$ cat src/rtl/gfx_pkg.sv
// Shared graphics-pipeline constants and types: element/vector/matrix widths,
// the identity matrix constant and the sum-width word used by the row reducers.
package gfx_pkg;

    localparam int ELEM_W = 8;
    localparam int CNT_W  = 16;
    localparam int MAT_W  = 16 * ELEM_W;
    localparam int VEC_W  = 4 * ELEM_W;
    localparam int PROD_W = 2 * ELEM_W;
    localparam int SUM_W  = 2 * ELEM_W + 2;

    typedef logic [ELEM_W-1:0] elem_t;
    typedef logic [SUM_W-1:0]  sum_t;

    // Element k = row*4+col sits at bits [(15-k)*ELEM_W +: ELEM_W]; diagonal is k%5==0.
    function automatic logic [MAT_W-1:0] identity_mat();
        logic [MAT_W-1:0] m;
        m = '0;
        for (int k = 0; k < 16; k++) begin
            if (k % 5 == 0) begin
                m[(15-k)*ELEM_W +: ELEM_W] = elem_t'(1);
            end
        end
        return m;
    endfunction

    localparam logic [MAT_W-1:0] IDENTITY_MAT = identity_mat();

endpackage

$ cat src/rtl/vertex_transform_stream_if.sv
// Matrix-load, vertex-in and vertex-out handshake bundle for vertex_transform_stream.
// master = upstream/downstream side, slave = the transform block.
interface vertex_transform_stream_if #(
    parameter int ELEM_W = gfx_pkg::ELEM_W,
    parameter int CNT_W  = gfx_pkg::CNT_W
);
    logic [16*ELEM_W-1:0] mat_in;
    logic                 mat_valid;
    logic                 mat_ready;
    logic [4*ELEM_W-1:0]  vtx_in;
    logic                 vtx_valid;
    logic                 vtx_ready;
    logic [4*ELEM_W-1:0]  vtx_out;
    logic                 out_valid;
    logic                 out_ready;
    logic [CNT_W-1:0]     vtx_count;

    modport master (
        output mat_in, mat_valid, vtx_in, vtx_valid, out_ready,
        input  mat_ready, vtx_ready, vtx_out, out_valid, vtx_count
    );

    modport slave (
        input  mat_in, mat_valid, vtx_in, vtx_valid, out_ready,
        output mat_ready, vtx_ready, vtx_out, out_valid, vtx_count
    );

endinterface

$ cat src/rtl/vertex_transform_stream_dot4_row.sv
// dot4_row: reduces four registered products to one output element.
// Wraps modulo 2^ELEM_W by default; saturates when VTX_SATURATE_EN is defined.
module dot4_row #(
    parameter int ELEM_W = gfx_pkg::ELEM_W
) (
    input  logic [2*ELEM_W-1:0] p0,
    input  logic [2*ELEM_W-1:0] p1,
    input  logic [2*ELEM_W-1:0] p2,
    input  logic [2*ELEM_W-1:0] p3,
    output logic [ELEM_W-1:0]   res
);
    localparam int S_W = 2 * ELEM_W + 2;

    logic [S_W-1:0] sum;

    assign sum = S_W'(p0) + S_W'(p1) + S_W'(p2) + S_W'(p3);

`ifdef VTX_SATURATE_EN
    assign res = (|sum[S_W-1:ELEM_W]) ? '1 : sum[ELEM_W-1:0];
`else
    // Upper sum bits are intentionally discarded to match upstream wrap semantics.
    logic unused_sum_hi;
    assign unused_sum_hi = ^sum[S_W-1:ELEM_W];
    assign res           = sum[ELEM_W-1:0];
`endif

endmodule

$ cat src/rtl/vertex_transform_stream.sv
// Applies a loaded 4x4 matrix to a stream of homogeneous vertices (out = M * v)
// in a two-stage pipeline. Output saturation is selected by VTX_SATURATE_EN.
module vertex_transform_stream #(
    parameter int ELEM_W = gfx_pkg::ELEM_W,
    parameter int CNT_W  = gfx_pkg::CNT_W
) (
    input logic                  clk,
    input logic                  rst,
    vertex_transform_stream_if.slave bus
);
    import gfx_pkg::*;

    localparam int M_W = 16 * ELEM_W;
    localparam int V_W = 4 * ELEM_W;
    localparam int P_W = 2 * ELEM_W;

    logic [M_W-1:0]   mat_q, mat_d, mat_ident;
    logic [P_W-1:0]   prod_q [16];
    logic [P_W-1:0]   prod_d [16];
    logic [P_W-1:0]   prod_mul [16];
    logic             s1_valid_q, s1_valid_d;
    logic [V_W-1:0]   vtx_out_q, vtx_out_d, row_res;
    logic             out_valid_q, out_valid_d;
    logic [CNT_W-1:0] cnt_q, cnt_d;

    logic s1_adv, s2_adv, mat_ready, vtx_ready, mat_fire, vtx_fire, out_fire;

    // Stage 1 products: element k = row*4+col multiplies vertex component col.
    generate
        for (genvar gi = 0; gi < 16; gi++) begin : g_prod
            assign mat_ident[(15-gi)*ELEM_W +: ELEM_W] = (gi % 5 == 0) ? ELEM_W'(1) : '0;
            assign prod_mul[gi] = P_W'(mat_q[(15-gi)*ELEM_W +: ELEM_W])
                                * P_W'(bus.vtx_in[(3-(gi%4))*ELEM_W +: ELEM_W]);
        end
    endgenerate

    generate
        for (genvar gi = 0; gi < 4; gi++) begin : g_row
            dot4_row #(.ELEM_W(ELEM_W)) u_row (
                .p0  (prod_q[gi*4+0]),
                .p1  (prod_q[gi*4+1]),
                .p2  (prod_q[gi*4+2]),
                .p3  (prod_q[gi*4+3]),
                .res (row_res[(3-gi)*ELEM_W +: ELEM_W])
            );
        end
    endgenerate

    // Matrix loads only into an empty pipe, so no in-flight vertex sees a swap.
    assign s2_adv    = !out_valid_q || bus.out_ready;
    assign s1_adv    = !s1_valid_q || s2_adv;
    assign mat_ready = !s1_valid_q && !out_valid_q;
    assign mat_fire  = bus.mat_valid && mat_ready;
    assign vtx_ready = s1_adv && !mat_fire;
    assign vtx_fire  = bus.vtx_valid && vtx_ready;
    assign out_fire  = out_valid_q && bus.out_ready;

    always_comb begin
        mat_d       = mat_q;
        prod_d      = prod_q;
        s1_valid_d  = s1_valid_q;
        vtx_out_d   = vtx_out_q;
        out_valid_d = out_valid_q;
        cnt_d       = cnt_q;

        if (mat_fire) begin
            mat_d = bus.mat_in;
        end

        if (s1_adv) begin
            s1_valid_d = vtx_fire;
            if (vtx_fire) begin
                prod_d = prod_mul;
            end
        end

        if (s2_adv) begin
            out_valid_d = s1_valid_q;
            if (s1_valid_q) begin
                vtx_out_d = row_res;
            end
        end

        if (mat_fire) begin
            cnt_d = '0;
        end else if (out_fire) begin
            cnt_d = cnt_q + CNT_W'(1);
        end
    end

    always_ff @(posedge clk) begin
        if (rst) begin
            mat_q       <= mat_ident;
            s1_valid_q  <= 1'b0;
            out_valid_q <= 1'b0;
            vtx_out_q   <= '0;
            cnt_q       <= '0;
            for (int i = 0; i < 16; i++) begin
                prod_q[i] <= '0;
            end
        end else begin
            mat_q       <= mat_d;
            s1_valid_q  <= s1_valid_d;
            out_valid_q <= out_valid_d;
            vtx_out_q   <= vtx_out_d;
            cnt_q       <= cnt_d;
            prod_q      <= prod_d;
        end
    end

    assign bus.mat_ready = mat_ready;
    assign bus.vtx_ready = vtx_ready;
    assign bus.vtx_out   = vtx_out_q;
    assign bus.out_valid = out_valid_q;
    assign bus.vtx_count = cnt_q;

endmodule

$ cat src/flat_wrapper.sv
// flat-port wrapper written by rule: the top's interface ports become plain ports
module vertex_transform_stream_flat import gfx_pkg::*;
#(
    parameter int ELEM_W = gfx_pkg::ELEM_W,
    parameter int CNT_W  = gfx_pkg::CNT_W
)
  (clk, rst, bus_mat_in, bus_mat_valid, bus_vtx_in, bus_vtx_valid, bus_out_ready, bus_mat_ready, bus_vtx_ready, bus_vtx_out, bus_out_valid, bus_vtx_count);
  vertex_transform_stream_if #(.ELEM_W(ELEM_W), .CNT_W(CNT_W)) bus_i ();
  input logic clk;
  input logic rst;
  input wire logic [$bits(bus_i.mat_in)-1:0] bus_mat_in;
  input wire logic [$bits(bus_i.mat_valid)-1:0] bus_mat_valid;
  input wire logic [$bits(bus_i.vtx_in)-1:0] bus_vtx_in;
  input wire logic [$bits(bus_i.vtx_valid)-1:0] bus_vtx_valid;
  input wire logic [$bits(bus_i.out_ready)-1:0] bus_out_ready;
  output wire logic [$bits(bus_i.mat_ready)-1:0] bus_mat_ready;
  output wire logic [$bits(bus_i.vtx_ready)-1:0] bus_vtx_ready;
  output wire logic [$bits(bus_i.vtx_out)-1:0] bus_vtx_out;
  output wire logic [$bits(bus_i.out_valid)-1:0] bus_out_valid;
  output wire logic [$bits(bus_i.vtx_count)-1:0] bus_vtx_count;
  assign bus_i.mat_in = bus_mat_in;
  assign bus_i.mat_valid = bus_mat_valid;
  assign bus_i.vtx_in = bus_vtx_in;
  assign bus_i.vtx_valid = bus_vtx_valid;
  assign bus_i.out_ready = bus_out_ready;
  assign bus_mat_ready = bus_i.mat_ready;
  assign bus_vtx_ready = bus_i.vtx_ready;
  assign bus_vtx_out = bus_i.vtx_out;
  assign bus_out_valid = bus_i.out_valid;
  assign bus_vtx_count = bus_i.vtx_count;
  vertex_transform_stream #(.ELEM_W(ELEM_W), .CNT_W(CNT_W)) u_core (.clk(clk), .rst(rst), .bus(bus_i));
endmodule
$ cat config.mk
export PLATFORM = sky130hd
export DESIGN_NAME = vertex_transform_stream_flat
export DESIGN_NICKNAME = d
export VERILOG_FILES = /design/src/rtl/gfx_pkg.sv /design/src/rtl/vertex_transform_stream_if.sv /design/src/rtl/vertex_transform_stream_dot4_row.sv /design/src/rtl/vertex_transform_stream.sv /design/src/flat_wrapper.sv
export SDC_FILE = /design/constraint.sdc
export NUM_CORES = 2
export LEC_CHECK = 0
export CAP_MARGIN = 20
export CELL_PAD_IN_SITES_DETAIL_PLACEMENT = 0
export CELL_PAD_IN_SITES_GLOBAL_PLACEMENT = 2
export CORE_ASPECT_RATIO = 0.6
export CORE_MARGIN = 1.5
export CORE_UTILIZATION = 33
export DETAILED_ROUTE_END_ITERATION = 12
export PLACE_DENSITY_LB_ADDON = 0.1
export SYNTH_ARGS = -nofsm -noshare
export SYNTH_HDL_FRONTEND = slang
export SYNTH_SLANG_ARGS = --single-unit
$ cat constraint.sdc
create_clock -name clk -period 4.87 [get_ports clk]
set_input_delay 0.974 -clock clk [delete_from_list [all_inputs] [get_ports clk]]
set_output_delay 0.974 -clock clk [all_outputs]
set_load 0.02 [all_outputs]
**Yosys cells after proc, flatten, opt, wreduce, memory -nomap -nowiden**

Index checks and enable logic that the tools add are counted.

- Add/subtract/negate cells: 13
- Multiply operators: 16
- Reductions and logical operators: 13

Operators by type and width:

| kind | count |
|---|---|
| multiplier 8 x 8 -> 8 bit | 16 |
| adder 8 bit | 12 |
| adder 16 x 1 -> 16 bit, second input constant | 1 |
| logical AND 1 bit | 5 |
| AND reduction 2 bit | 2 |
| zero test 1 bit | 3 |
| logical OR 1 bit | 2 |
| OR reduction 2 bit | 1 |

- Input bits: 165
- Register bits after elaboration: 306
- Output and inout port bits: 51

**Logic depth before layout (Yosys ltp)**

- Depth in word-level cells: 7
- Gate-level depth with buffers: 17
- Gate-level depth less buffers: 15

**Cells and area by module**

From an unflattened synthesis, not the netlist that was laid out.

- Cell total of the unflattened synthesis: 5959
- Area total of the unflattened synthesis: 50324.5 um^2

By module, submodules not included:

| module | area an instance (um^2) | cells each | instances | sequential area each (um^2) |
|---|---|---|---|---|
| vertex_transform_stream | 47631.9 | 5639 | 1 | 8688.3 |
| dot4_row | 673.1 | 80 | 4 | 0.0 |

**Worst setup path after synthesis**

OpenSTA, ideal clock, no wires.

- Path type: input -> register
- From: input port bus_vtx_in[3]
- To: register u_core.prod_q[135] in the netlist's numbering
- Slack: 44 ps
- Stages: 16
- Arrival time: 4694 ps
- Cell sequence: buf_2 -> clkbuf_1 -> nand2_1 -> fa_1 -> fa_1 -> inv_1 -> fa_1 -> inv_1 -> fa_1 -> inv_1 -> ha_1 -> a21oi_1 -> xnor3_1 -> xnor3_1 -> nand2_1 -> a21oi_2

- Word-level cells in the longest chain between the ends: 1

Ends and longest elaborated chain:

| what | line | RTL |
|---|---|---|
| start, declared | flat_wrapper.sv:13 | `input wire logic [$bits(bus_i.vtx_in)-1:0] bus_vtx_in;` |
| multiplier 8 x 8 -> 8 bit | vertex_transform_stream.sv:33 | `* P_W'(bus.vtx_in[(3-(gi%4))*ELEM_W +: ELEM_W]);` |
| end signal, assigned | vertex_transform_stream.sv:107 | `prod_q <= prod_d;` |
| end, declared | vertex_transform_stream.sv:18 | `logic [P_W-1:0] prod_q [16];` |

Every way passes these cells.
A chain may end at the register's enable or synchronous reset.

**Worst setup path after layout**

- From: input port bus_vtx_in[20]
- To: register u_core.prod_q[231] in the netlist's numbering

The elaborated chain is that of the path after synthesis.

==> results.cfg <==
[layout]
final_cells = 4648
diodes = 0
syn2layout_area_growth_pct = 19.2
drive_gt1_share_pct = 5.58
fin_nets = 4241
fin_util_pct = 39.8

[cts]
cts.htree.levels = 2
cts_tree = built
cts_setup_buffers = 0
insertion_delay_ns = 0.57
cts_buffers = 37
clkTransAtPathRegs_ns = 0.07
clkSinkCount = 306
root_buffer = clkbuf_16
ctsHoldBuffers = 0
cts_resized = 0
cts_max_path_buffers = 3

[synthesis]
yosys.area_share.simple_pct = 19.6
synth_area_um2 = 27300
synth_top_family_by_area = adder cells
syn_nets = 4010
synth_xor_area_share_pct = 9.95
yosys.area.top_type = dfxtp_1
synth_edf_count = 0
syn_inst = 3312
syn-mean-instance-area_um2 = 8.23
synthTopCellsByArea = dfxtp_1, fa_1, ha_1
synth.top_cell.area_share_pct = 22.5
synthMuxAreaShare_pct = 0
synth.distinct_cells = 39
synth_adder_area_share_pct = 31.3
ys_seq_area_share_pct = 22.5
synth-main-ff-cell = dfxtp_1
ys_seq_elements = 306
synth-compound-area-share_pct = 7.81
ys_warn_count = 0
synth_async_sr_flop_share_pct = 0

[critical_path]
worst_path_most_repeated_cell = fa_1
crit_path_start_kind = input pin
setup.worst_path.end_class = register
r2r_cells = 14
crit_chain = clkdlybuf4s50_1 > nand2_1 > fa_1 > fa_1 > inv_1 > fa_1 > inv_1 > fa_1 > inv_1 > ha_1 > a21oi_1 > xnor3_1 > xnor3_1 > nand2_1 > a21oi_2
r2r_slack_ns = 0.71
rr_endpoint = u_core.prod_q[135]
cp_num_buf_inv = 4
path_class = in2reg
cp-startpoint = bus_vtx_in[20]
critPathMaxStageDelay_ns = 0.61
crit_cells = 15
required_ns = 5.38
cp_max_fo = 4
crit_slowest_cell = clkdlybuf4s50_1
cp-endpoint = u_core.prod_q[231]
timing.rr.start = u_core.mat_q[66]
cp.arrival_ns = 5.16
crit_family = adder cells

[global_route]
antenna_found_initial = 3
grt_overflow = 0
grt_pass1_vias = 22700
grt_max_degree = 129
grt_pass1_wl_um = 129000
grt_usage_pct = 19.5

[routing]
wl_per_cell_um = 17.3
num_vias = 21500
drc_errors = 0
drt_iter0_markers = 1152
wl_um = 80600
ant_nets = 0
drt_first_pass_iters = 8
viasPerCell = 4.63

[sta]
slew_violations = 0
slew_headroom_pct = 39.7
tightest_slew_ns = 0.903
finClkSkew_ns = 0.00988
period_share_pct = 95.6
layout_min_cycle_time_ns = 4.65
finalSetupViolCount = 0
layout_setup_ws_ns = 0.216
fmax_mhz = 215
rsz0062_at_grt = false
report.final.hold_viol_count = 0

[placed_design]
dp.cells = 4583
port_buffers = 215
detailed_place_hpwl_um = 63200
place_ws_ns = -0.397
finalWeightedCongestion = 0.840

[floorplanning]
core_um2 = 81700
die_width_um = 374
rows = 81
initial_core_util_pct = 33.4
io_pins = 216
fp.dieH_um = 226
die-area_um2 = 84400

[hold_path]
min_path_type = reg2reg
worstHoldStart = u_core.prod_q[195]

[power_and_ir_drop]
power.density_nw_per_um2 = 262
leakagePower_nw = 14.7
ir_drop_mv = 0.168

[run]
drv_cap = 0

[outcome]
outcome = completed
-- kinds of logic after synthesis --
| group | Yosys count |
|---|---|
| adder cells (fa/ha/maj) | 533 |
| AO/OA/AOI/OAI | 382 |
| AND/OR/NAND/NOR | 1169 |
| flip-flops | 306 |
| XOR/XNOR | 297 |
| buffers and inverters | 625 |
-- layout make-up --
type / count / area [µm²]
fill: 8316 / 49200
clock buffer: 51 / 1070
timing repair buffer: 338 / 3240
inverter: 479 / 1800
clock inverter: 14 / 158
sequential: 306 / 6130
tap: 1079 / 1350
multi-input combinational: 2381 / 18800
-- Yosys cell counts (all sizes together), types with 37 or more instances --
cell / instances
a211oi: 37
a21o: 40
a21oi: 294
and2: 327
buf: 37
clkbuf: 109
dfxtp: 306
fa: 248
ha: 285
inv: 479
nand2: 726
nor2: 57
xnor2: 233
xor2: 57
-- report_power, final --
| part | total (mW) | internal [mW] | switching [mW] |
|---|---|---|---|
| combinational | 2.71 | 1.24 | 1.47 |
| clock | 2.91 | 1.69 | 1.22 |
| sequential | 2.89 | 2.68 | 0.210 |
| total | 8.51 | 5.61 | 2.90 |
-- registers in the layout (all words and copies together), names as in the netlist --
name / flops
u_core.prod_q: 128
u_core.bus.vtx_out: 32
u_core.bus.out_valid: 1
u_core.bus.vtx_count: 16
u_core.mat_q: 128
u_core.s1_valid_q: 1
-- layer usage --
layer / GRT usage, % / wire (µm) / vias to the layer above / part of all wire (%)
li1: - / - / 10600 / -
met1: 30.0 / 43400 / 10500 / 54
met2: 28.5 / 32300 / 290 / 40
met3: 3.27 / 3890 / 64 / 4.8
met4: 3.49 / 1080 / 0 / 1.3
met5: 0 / 0 / - / 0
-- cells in the final DEF, fill, tap and decap left out, types with 5 or more instances in the layout --
| cell type | n |
|---|---|
| nand2_1 | 722 |
| inv_1 | 479 |
| and2_1 | 325 |
| dfxtp_1 | 306 |
| a21oi_1 | 290 |
| ha_1 | 285 |
| fa_1 | 248 |
| xnor2_1 | 231 |
| clkdlybuf4s50_1 | 214 |
| buf_4 | 110 |
| xor2_1 | 57 |
| nor2_1 | 56 |
| a21o_1 | 40 |
| a211oi_1 | 37 |
| clkbuf_16 | 37 |
| nand3_1 | 26 |
| buf_12 | 13 |
| clkbuf_8 | 9 |
| nand3b_1 | 8 |
| xnor3_1 | 7 |
| clkinv_2 | 7 |
| o21ai_0 | 6 |
| clkbuf_1 | 5 |
-- how the worst min path moves through the flow --
| stage | slack, ns | end | cells after the start |
|---|---|---|---|
| CTS | 0.45 | u_core.prod_q[195] | 2 |
| detailed placement | 0.45 | u_core.bus.vtx_out[28] | 2 |
| global route | 0.46 | u_core.bus.vtx_out[28] | 2 |
| global placement | 0.45 | u_core.prod_q[211] | 2 |
| finish | 0.45 | u_core.prod_q[195] | 2 |
| floorplan | 0.43 | u_core.prod_q[101] | 2 |
-- stage by stage --
stage / TNS [ns] / cell area, µm² / hold slack [ns] / power (mW)
finish: 0 / 32500 / 0.453 / 8.51
floorplan: 0 / 27300 / 0.432 / 4.58
global route: 0 / 32500 / 0.463 / 9.11
detailed placement: -2.53 / 31300 / 0.446 / 5.67
CTS: 0 / 32500 / 0.455 / 8.67
global placement: -1.71 / 31300 / 0.448 / 5.65
-- tightest hold or removal path: cells and delay by family, from the launching register on --
kind	cells	cell delay, ns
AO/OA/AOI/OAI	1	0.05
AND/OR/NAND/NOR	1	0.05
flip-flops	1	0.31
Note: power is estimated with default switching activity, not from simulation.
